--- config.mk ---
export PLATFORM = sky130hd
export DESIGN_NAME = request_sequencer_flat
export DESIGN_NICKNAME = d
export VERILOG_FILES = /design/src/rtl/request_sequencer_if.sv /design/src/rtl/request_sequencer.sv /design/src/flat_wrapper.sv
export SDC_FILE = /design/constraint.sdc
export NUM_CORES = 1
export LEC_CHECK = 0
export CELL_PAD_IN_SITES_DETAIL_PLACEMENT = 1
export CELL_PAD_IN_SITES_GLOBAL_PLACEMENT = 1
export CORE_AREA = 2 2 145 133
export CTS_CLUSTER_SIZE = 12
export DETAILED_ROUTE_END_ITERATION = 7
export DIE_AREA = 0 0 147 135
export PLACE_DENSITY_LB_ADDON = 0.25
export REMOVE_ABC_BUFFERS = 1
export SLEW_MARGIN = 5
export SYNTH_ARGS = -nofsm -noshare
export SYNTH_HDL_FRONTEND = slang
export SYNTH_SLANG_ARGS = --single-unit
--- constraint.sdc ---
create_clock -name CLK -period 2.7 [get_ports CLK]
set_clock_uncertainty 0.05 [all_clocks]
set_input_delay 0.27 -clock CLK [delete_from_list [all_inputs] [get_ports CLK]]
set_output_delay 0.27 -clock CLK [all_outputs]
set_load 0.01 [all_outputs]
--- src/rtl/request_sequencer_if.sv ---
// Memory handshake bundle between the sequencer and the imem/dmem ports.
// The sequencer takes the master side: it issues the requests and receives the hits and data.
interface request_sequencer_if;
    logic        ihit;
    logic [31:0] imemload;
    logic        dhit;
    logic [31:0] dmemload;
    logic        imemREN;
    logic        dmemREN;
    logic        dmemWEN;

    modport master (
        input  ihit, imemload, dhit, dmemload,
        output imemREN, dmemREN, dmemWEN
    );

    modport slave (
        output ihit, imemload, dhit, dmemload,
        input  imemREN, dmemREN, dmemWEN
    );
endinterface

--- src/rtl/request_sequencer.sv ---
// Multicycle FETCH/DECODE/MEM/COMMIT sequencer for the MIPS control unit and datapath,
// with a bus-hang watchdog, sticky halt/error flags and cycle/retire counters.
//
// state  | meaning
// FETCH  | imem read outstanding, waiting for ihit
// DECODE | control unit decodes instr_q, no requests
// MEM    | dmem read or write outstanding, waiting for dhit
// COMMIT | single-cycle PC advance and register writeback
// HALT   | absorbing until RST (HALT opcode or watchdog timeout)
module request_sequencer #(
    parameter int TIMEOUT = 64,
    parameter int CNT_W   = 32
) (
    input  logic                  CLK,
    input  logic                  RST,
    request_sequencer_if.master   mem,
    input  logic                  ctl_dREN,
    input  logic                  ctl_dWEN,
    input  logic                  ctl_RegWr,
    input  logic                  ctl_halt,
    output logic [31:0]           instr_q,
    output logic [31:0]           dload_q,
    output logic                  pc_en,
    output logic                  reg_wen,
    output logic                  halt,
    output logic                  mem_err,
    output logic                  illegal,
    output logic [CNT_W-1:0]      cycle_cnt,
    output logic [CNT_W-1:0]      retire_cnt
);

    localparam logic [2:0] S_FETCH  = 3'd0;
    localparam logic [2:0] S_DECODE = 3'd1;
    localparam logic [2:0] S_MEM    = 3'd2;
    localparam logic [2:0] S_COMMIT = 3'd3;
    localparam logic [2:0] S_HALT   = 3'd4;

    localparam int              WAIT_W   = (TIMEOUT > 2) ? $clog2(TIMEOUT) : 1;
    localparam logic [WAIT_W-1:0] WAIT_LIM = WAIT_W'(TIMEOUT - 1);

    logic [2:0]        r_state;
    logic [2:0]        w_state_nxt;
    logic [WAIT_W-1:0] r_wait;
    logic [31:0]       r_instr;
    logic [31:0]       r_dload;
    logic              r_mem_err;
    logic              r_illegal;
    logic [CNT_W-1:0]  r_cycle;
    logic [CNT_W-1:0]  r_retire;

    logic w_at_lim;
    logic w_timeout;
    logic w_is_store;
    logic w_is_load;

    // A store wins when both decode bits are set (illegal encoding).
    assign w_is_store = ctl_dWEN;
    assign w_is_load  = ctl_dREN & ~ctl_dWEN;
    assign w_at_lim   = (r_wait == WAIT_LIM);

    always_comb begin
        w_state_nxt = r_state;
        w_timeout   = 1'b0;
        case (r_state)
            S_FETCH: begin
                if (mem.ihit) begin
                    w_state_nxt = S_DECODE;
                end else if (w_at_lim) begin
                    w_state_nxt = S_HALT;
                    w_timeout   = 1'b1;
                end
            end
            S_DECODE: begin
                if (ctl_halt)
                    w_state_nxt = S_HALT;
                else if (ctl_dREN | ctl_dWEN)
                    w_state_nxt = S_MEM;
                else
                    w_state_nxt = S_COMMIT;
            end
            S_MEM: begin
                if (mem.dhit) begin
                    w_state_nxt = S_COMMIT;
                end else if (w_at_lim) begin
                    w_state_nxt = S_HALT;
                    w_timeout   = 1'b1;
                end
            end
            S_COMMIT: w_state_nxt = S_FETCH;
            S_HALT:   w_state_nxt = S_HALT;
            default:  w_state_nxt = S_FETCH;
        endcase
    end

    always_ff @(posedge CLK) begin
        if (RST) begin
            r_state   <= S_FETCH;
            r_wait    <= '0;
            r_instr   <= '0;
            r_dload   <= '0;
            r_mem_err <= 1'b0;
            r_illegal <= 1'b0;
            r_cycle   <= '0;
            r_retire  <= '0;
        end else begin
            r_state <= w_state_nxt;

            if (w_state_nxt != r_state)
                r_wait <= '0;
            else if ((r_state == S_FETCH) || (r_state == S_MEM))
                r_wait <= r_wait + 1'b1;

            if ((r_state == S_FETCH) && mem.ihit)
                r_instr <= mem.imemload;

            if ((r_state == S_MEM) && mem.dhit && w_is_load)
                r_dload <= mem.dmemload;

            if ((r_state == S_DECODE) && !ctl_halt && ctl_dREN && ctl_dWEN)
                r_illegal <= 1'b1;

            if (w_timeout)
                r_mem_err <= 1'b1;

            if (r_state != S_HALT)
                r_cycle <= r_cycle + 1'b1;

            if (r_state == S_COMMIT)
                r_retire <= r_retire + 1'b1;
        end
    end

    assign mem.imemREN = (r_state == S_FETCH);
    assign mem.dmemREN = (r_state == S_MEM) && w_is_load;
    assign mem.dmemWEN = (r_state == S_MEM) && w_is_store;

    assign pc_en      = (r_state == S_COMMIT);
    assign reg_wen    = (r_state == S_COMMIT) && ctl_RegWr;
    assign halt       = (r_state == S_HALT);
    assign instr_q    = r_instr;
    assign dload_q    = r_dload;
    assign mem_err    = r_mem_err;
    assign illegal    = r_illegal;
    assign cycle_cnt  = r_cycle;
    assign retire_cnt = r_retire;

endmodule

--- src/flat_wrapper.sv ---
// flat-port wrapper written by rule: the top's interface ports become plain ports
module request_sequencer_flat 
#(
    parameter int TIMEOUT = 64,
    parameter int CNT_W   = 32
)
  (CLK, RST, ctl_dREN, ctl_dWEN, ctl_RegWr, ctl_halt, instr_q, dload_q, pc_en, reg_wen, halt, mem_err, illegal, cycle_cnt, retire_cnt, mem_ihit, mem_imemload, mem_dhit, mem_dmemload, mem_imemREN, mem_dmemREN, mem_dmemWEN);
  request_sequencer_if mem_i ();
  input  logic CLK;
  input  logic RST;
  input  logic ctl_dREN;
  input  logic ctl_dWEN;
  input  logic ctl_RegWr;
  input  logic ctl_halt;
  output logic [31:0] instr_q;
  output logic [31:0] dload_q;
  output logic pc_en;
  output logic reg_wen;
  output logic halt;
  output logic mem_err;
  output logic illegal;
  output logic [CNT_W-1:0] cycle_cnt;
  output logic [CNT_W-1:0] retire_cnt;
  input wire logic [$bits(mem_i.ihit)-1:0] mem_ihit;
  input wire logic [$bits(mem_i.imemload)-1:0] mem_imemload;
  input wire logic [$bits(mem_i.dhit)-1:0] mem_dhit;
  input wire logic [$bits(mem_i.dmemload)-1:0] mem_dmemload;
  output wire logic [$bits(mem_i.imemREN)-1:0] mem_imemREN;
  output wire logic [$bits(mem_i.dmemREN)-1:0] mem_dmemREN;
  output wire logic [$bits(mem_i.dmemWEN)-1:0] mem_dmemWEN;
  assign mem_i.ihit = mem_ihit;
  assign mem_i.imemload = mem_imemload;
  assign mem_i.dhit = mem_dhit;
  assign mem_i.dmemload = mem_dmemload;
  assign mem_imemREN = mem_i.imemREN;
  assign mem_dmemREN = mem_i.dmemREN;
  assign mem_dmemWEN = mem_i.dmemWEN;
  request_sequencer #(.TIMEOUT(TIMEOUT), .CNT_W(CNT_W)) u_core (.CLK(CLK), .RST(RST), .mem(mem_i), .ctl_dREN(ctl_dREN), .ctl_dWEN(ctl_dWEN), .ctl_RegWr(ctl_RegWr), .ctl_halt(ctl_halt), .instr_q(instr_q), .dload_q(dload_q), .pc_en(pc_en), .reg_wen(reg_wen), .halt(halt), .mem_err(mem_err), .illegal(illegal), .cycle_cnt(cycle_cnt), .retire_cnt(retire_cnt));
endmodule
---- Word level (Yosys, flattened, before mapping) ----
Index checks and enable logic that the tools add are counted.
cells by class
  add/subtract/negate cells ............... 3
  eq/ne operators ......................... 7
  muxes and demuxes ....................... 10
  bitwise logic cells ..................... 3
  reduce and logical (&&, ||, !) cells .... 13
operators with widths
  operator                                       number
  adder 32 x 1 -> 32 bit, second input constant  2
  two-way mux 3 bit                              4
  case mux 3 bit (4 select lines)                1
  logical AND 1 bit                              9
  adder 6 x 1 -> 6 bit, second input constant    1
  == test 3 x 2 -> 1 bit, second input constant  2
  == test 6 bit, second input constant           1
  two-way mux 1 bit                              4
  == test 3 x 1 -> 1 bit, second input constant  1
  == test 3 bit, second input constant           1
  zero test 3 bit                                1
  inequality test 3 bit                          1
  inequality test 3 bit, second input constant   1
  case mux 1 bit (2 select lines)                1
  OR reduction 2 bit                             1
  AND 1 bit                                      1
  zero test 1 bit                                1
  logical OR 1 bit                               1
  NOT 1 bit                                      1
  bitwise OR 1 bit                               1
word-level totals
  register bits after elaboration ......... 139
  word-level logic and storage cells ...... 44

---- Longest topological paths before layout ----
Gate-level depths: netlist (run 1).
  depth after elaboration ................. 6
  mapped depth ............................ 7
  mapped depth without buffers ............ 5

---- Worst setup path after synthesis (run 1) ----
Ideal clock, no wire load.
  path type ............................... flip-flop to flip-flop
  start ................................... reg u_core.r_retire[0], in the netlist u_core.retire_cnt[0]
  end ..................................... reg u_core.r_retire[22], in the netlist u_core.retire_cnt[22]
  library setup time ...................... 0.132 ns
  arrival ................................. 1.950 ns
  required time ........................... 2.518 ns
  path slack .............................. 0.568 ns
  cell stages (with the launch flop) ...... 8
  path buffers ............................ 2
  cells stage by stage .................... dfxtp_1 -> ha_1 -> nand4b_2 -> or4_1 -> buf_2 -> clkbuf_1 -> o31ai_1 -> a21oi_1
on the way
  longest elaborated chain between the ends .. 1
RTL lines
  element                   RTL line                  source
  start: declaration        request_sequencer.sv:49   logic [CNT_W-1:0] r_retire;
  start signal: assignment  request_sequencer.sv:129  r_retire <= r_retire + 1'b1;
  adder 32 x 1 -> 32 bit    request_sequencer.sv:129
No other way between the ends.
A chain may end at the register's enable or synchronous reset.

---- Worst setup path in the final report (run 1) ----
  start ................................... reg u_core.r_state[2]
  end ..................................... out halt
on the way
  longest elaborated chain between the ends .. 1
RTL lines
  element                   RTL line                  source
  start: declaration        request_sequencer.sv:41   logic [2:0] r_state;
  start signal: assignment  request_sequencer.sv:106  r_state <= w_state_nxt;
  == test 3 bit             request_sequencer.sv:139  assign halt = (r_state == S_HALT);
  end: declaration          flat_wrapper.sv:19        output logic halt;
No other way between the ends.

==> results.txt, run 1 <==
Setup total negative slack on the finished layout was measured at 0 ns. The floorplan step defined a die boundary enclosing 0.0198 mm^2. After legalization and detailed placement, the total HPWL measured 12400 um.

During I/O placement, the number of pins put on the boundary was 208. The worst setup path is launched from a register. The worst setup timing slack at the placement stage came out at 0.435 ns.

On the critical path the largest part of the delay comes from buffers and inverters. The number of synthesized flops with an enable pin works out to 0. Relative to the synthesized area, the layout overhead comes to 51.2%. In this run the standard cell core region covers 0.0182 mm^2. For the detailed-routing iteration count for the pre-antenna-repair pass, the log shows 4. For this block, the routed nets add up to 18100 um of wire.

At the end of the flow, the number of nets in the layout was 974. The count of antenna diodes in the layout is 0. TritonCTS built the clock tree. The number of buffers inserted for hold repair after clock tree synthesis was 0.

The logs give 48.3% for the share of the yosys chip area belonging to registers and 0.00275 mm^2 for the multi-input logic area. The flow ran to the end, and the final reports show no timing, DRC or antenna violations. The clock-pin slew of the registers on the worst-case setup and hold paths is 0.06 ns, and the routability-driven placement congestion ratio is 0.748. The worst min-delay path class is input port to register. The power per standard cell area is 574 mW/mm^2, and the netlist area before placement is 0.00576 mm^2. The tools report the clock root buffer as sky130_fd_sc_hd__clkbuf_16. For this design, the sink count on the clock tree is 139.

After detailed routing, the number of remaining DRC violations is 0. Along the worst path, the maximum fanout reaches 13. The logs give 0 for the total count of hold-check failures in the final report and 0.451 mV for the worst IR drop on VDD. Headroom to the max-slew limit came out at 63.9%. After synthesis, the largest area contributor takes up 48.3% of total cell area. The number of buffers added by the clock tree synthesis step was 17; the arrival time of data at the critical path endpoint was 2.18 ns. Final worst setup slack: 0.201 ns. Synthesis produced 702 cells. For this design the static power due to leakage is 2.89 nW.

The worst path needs 2.50 ns of the cycle, external delays included. The synthesized area per cell is 8.20 um^2. In this design, the stage delay of the slowest critical-path cell is 0.60 ns. The fraction of layout cells with a size suffix above 1 was 6.36%.

At the worst endpoint, the required time is 2.38 ns. The share of the core filled with cells was 47.8%. On the critical path, the stage with the largest delay is an instance of sky130_fd_sc_hd__clkdlybuf4s50_1. In the routed layout, each cell is associated on average with a via count of 4.95. The initial antenna violation count is 0. Across the whole layout, storage elements account for 0.00278 mm^2. For the number of H-tree levels, the log shows 4. Setup violations remaining at the end of the flow were counted as 0.

The number of inserted filler cells in the final layout came out at 2140. The signal on the critical path passes through or3b_4 > clkinv_1 > clkdlybuf4s50_1. The final-report max-slew violation count is 0, and the total grt overflow is 0. The most frequently used flop master after synthesis is sky130_fd_sc_hd__dfxtp_1. The top cell types in the final layout, fill and taps aside, are sky130_fd_sc_hd__clkdlybuf4s50_1 (206), sky130_fd_sc_hd__nand2_1 (153), sky130_fd_sc_hd__dfxtp_1 (139). The count of input and output buffers was 207. Together, buffers and inverters on the worst path number 2.

The number of register bits inferred by synthesis is 139, and the number of buffers on the longest clock path is 2. The floorplan has 47 rows. The first global-routing pass estimated 29700 um of wire. After detailed routing, the average wire length per cell comes to 15.6 um. Across the run, the number of max-cap violations was 0. The biggest area contributor in the post-synthesis netlist is sky130_fd_sc_hd__dfxtp_1. STA classifies the critical path endpoint as a primary output. Global routing used 18.5% of the available tracks. Measured along the y axis, the die boundary spans 135 um.

In this run the remaining antenna-violating nets after routing total 0. Total vias in the final route: 5728. Leaving out fill and tap cells, the most frequent cell in the layout is sky130_fd_sc_hd__clkdlybuf4s50_1.

At the pin with the least slew margin, the transition time is 0.542 ns. Setup repair after global routing left no endpoint under its margin. For the starting utilization of the core area, the log shows 31.6%. By area the synthesized netlist is led by sky130_fd_sc_hd__dfxtp_1 (48%), sky130_fd_sc_hd__nand2_1 (10%), sky130_fd_sc_hd__a21oi_1 (9.1%), sky130_fd_sc_hd__or4_1 (2.7%), sky130_fd_sc_hd__clkbuf_1 (2.5%). The final period utilization was 92.5%; the maximum number of pins on one net before global-route repair was 38. The later pin in the worst-skew pair is clocked with a latency of 0.41 ns. Derived from the worst setup path, the maximum achievable clock frequency is 0.400 GHz. Yosys printed 0 warnings.

The number of global-route vias before repair is 5707. Type of the worst setup path: register to primary output. The tools report the iteration-0 DRC count of the detailed router as 164.

After synthesis, the netlist uses 39 different library cells. The share of flip-flops with an asynchronous set or reset after synthesis is 0%, and the width of the chip is 147 um.
==> sequential cells by signal, summed over array words and instances, names as in the netlist <==
name               cells
u_core.mem_err         1
u_core.illegal         1
u_core.r_state         3
u_core.retire_cnt     32
u_core.dload_q        32
u_core.cycle_cnt      32
u_core.instr_q        32
u_core.r_wait          6
==> worst reg2reg max path, delay by kind of cell, from the launching register on <==
kind	cells	cell delay, ns
and+or+nand+nor	3	1.20
DFF	1	0.39
adders and majority gates	1	0.21
buffers and inverters	1	0.21
AOI/OAI and AO/OA	1	0.16
==> layout make-up <==
cell class	instances	share of cell area, %
clock buffers	21	5.29
clock inverters	11	1.65
inverters	16	0.690
multi-input cells	505	31.6
flip-flops and latches	139	32.0
well taps	245	3.52
repair buffers	220	25.3
==> path summary, 6_finish.rpt <==
check,startpoint,endpoint,slack (ns),depth (start not counted)
min,RST,u_core.retire_cnt[4],0.23,2
min reg2reg,u_core.mem_err,u_core.mem_err,0.40,2
max,u_core.r_state[2],halt,0.20,3
max reg2reg,u_core.retire_cnt[0],u_core.retire_cnt[20],0.41,6
==> Yosys cell counts (2+ instances only) <==
cell	instances
sky130_fd_sc_hd__dfxtp_1	139
sky130_fd_sc_hd__and4_1	9
sky130_fd_sc_hd__a31oi_1	2
sky130_fd_sc_hd__nor2b_1	8
sky130_fd_sc_hd__nand4_1	21
sky130_fd_sc_hd__ha_1	3
sky130_fd_sc_hd__xor2_1	11
sky130_fd_sc_hd__xnor2_1	15
sky130_fd_sc_hd__buf_2	3
sky130_fd_sc_hd__o21ai_0	15
sky130_fd_sc_hd__o31ai_1	19
sky130_fd_sc_hd__or4_1	21
sky130_fd_sc_hd__nor3b_1	2
sky130_fd_sc_hd__nor3_1	12
sky130_fd_sc_hd__inv_1	15
sky130_fd_sc_hd__nor2_1	33
sky130_fd_sc_hd__or4_4	2
sky130_fd_sc_hd__nand2_1	153
sky130_fd_sc_hd__nand3_1	21
sky130_fd_sc_hd__nor4_1	11
sky130_fd_sc_hd__mux2_2	8
sky130_fd_sc_hd__and3_1	6
sky130_fd_sc_hd__or3_1	16
sky130_fd_sc_hd__clkbuf_1	38
sky130_fd_sc_hd__a21oi_1	105
==> logic make-up after synthesis <==
logic type               Yosys count  synth area share (%)
buffers and inverters             58                  3.98
AND/OR/NAND/NOR                  322                  27.6
AO/OA/AOI/OAI                    145                  13.7
multiplexers                       9                  1.74
flip-flops                       139                  48.3
adder cells (fa/ha/maj)            3                 0.652
XOR/XNOR                          26                  3.95
==> timing repair <==
action / in CTS / in global routing
endpoints found under the hold margin: 0 / 0
gates resized for setup: 0 / 1
setup endpoints to repair: 0 / 1
buffers inserted: 0 / 0
==> stage by stage <==
step                      total power [mW]  cells  cell area (um^2)  hold WS [ns]
after floorplan                       2.32    660              5590         0.289
after global placement                2.62   1125              8100         0.386
after detailed placement              2.63   1125              8100         0.389
after CTS                             5.07   1157              8700         0.216
after global routing                  5.23   1157              8710         0.236
final                                 5.00   1157              8710         0.232
==> power breakdown <==
group / internal, mW / switching, mW
combinational: 0.240 / 0.204
sequential: 2.10 / 0.0381
clock: 1.50 / 0.914
==> per-layer routing <==
layer  global-route usage, %  wire (um)  share of wire [%]
met5                       0          0                  0
met1                    23.8       8430                 47
met4                    4.81        154               0.85
met3                    6.28       1250                6.9
met2                    29.9       8240                 46
No activity file was read; power rests on OpenSTA's default activity.
==> inputs of run 2 (changes only) <==
--- a/config.mk
+++ b/config.mk
@@ -11,6 +11,7 @@
 export CTS_CLUSTER_SIZE = 12
 export DETAILED_ROUTE_END_ITERATION = 7
 export DIE_AREA = 0 0 147 135
+export HOLD_SLACK_MARGIN = 0.08
 export PLACE_DENSITY_LB_ADDON = 0.25
 export REMOVE_ABC_BUFFERS = 1
 export SLEW_MARGIN = 5
==> results of run 2 <==
The final DEF is identical to that of run 1; final timing and power are the same.
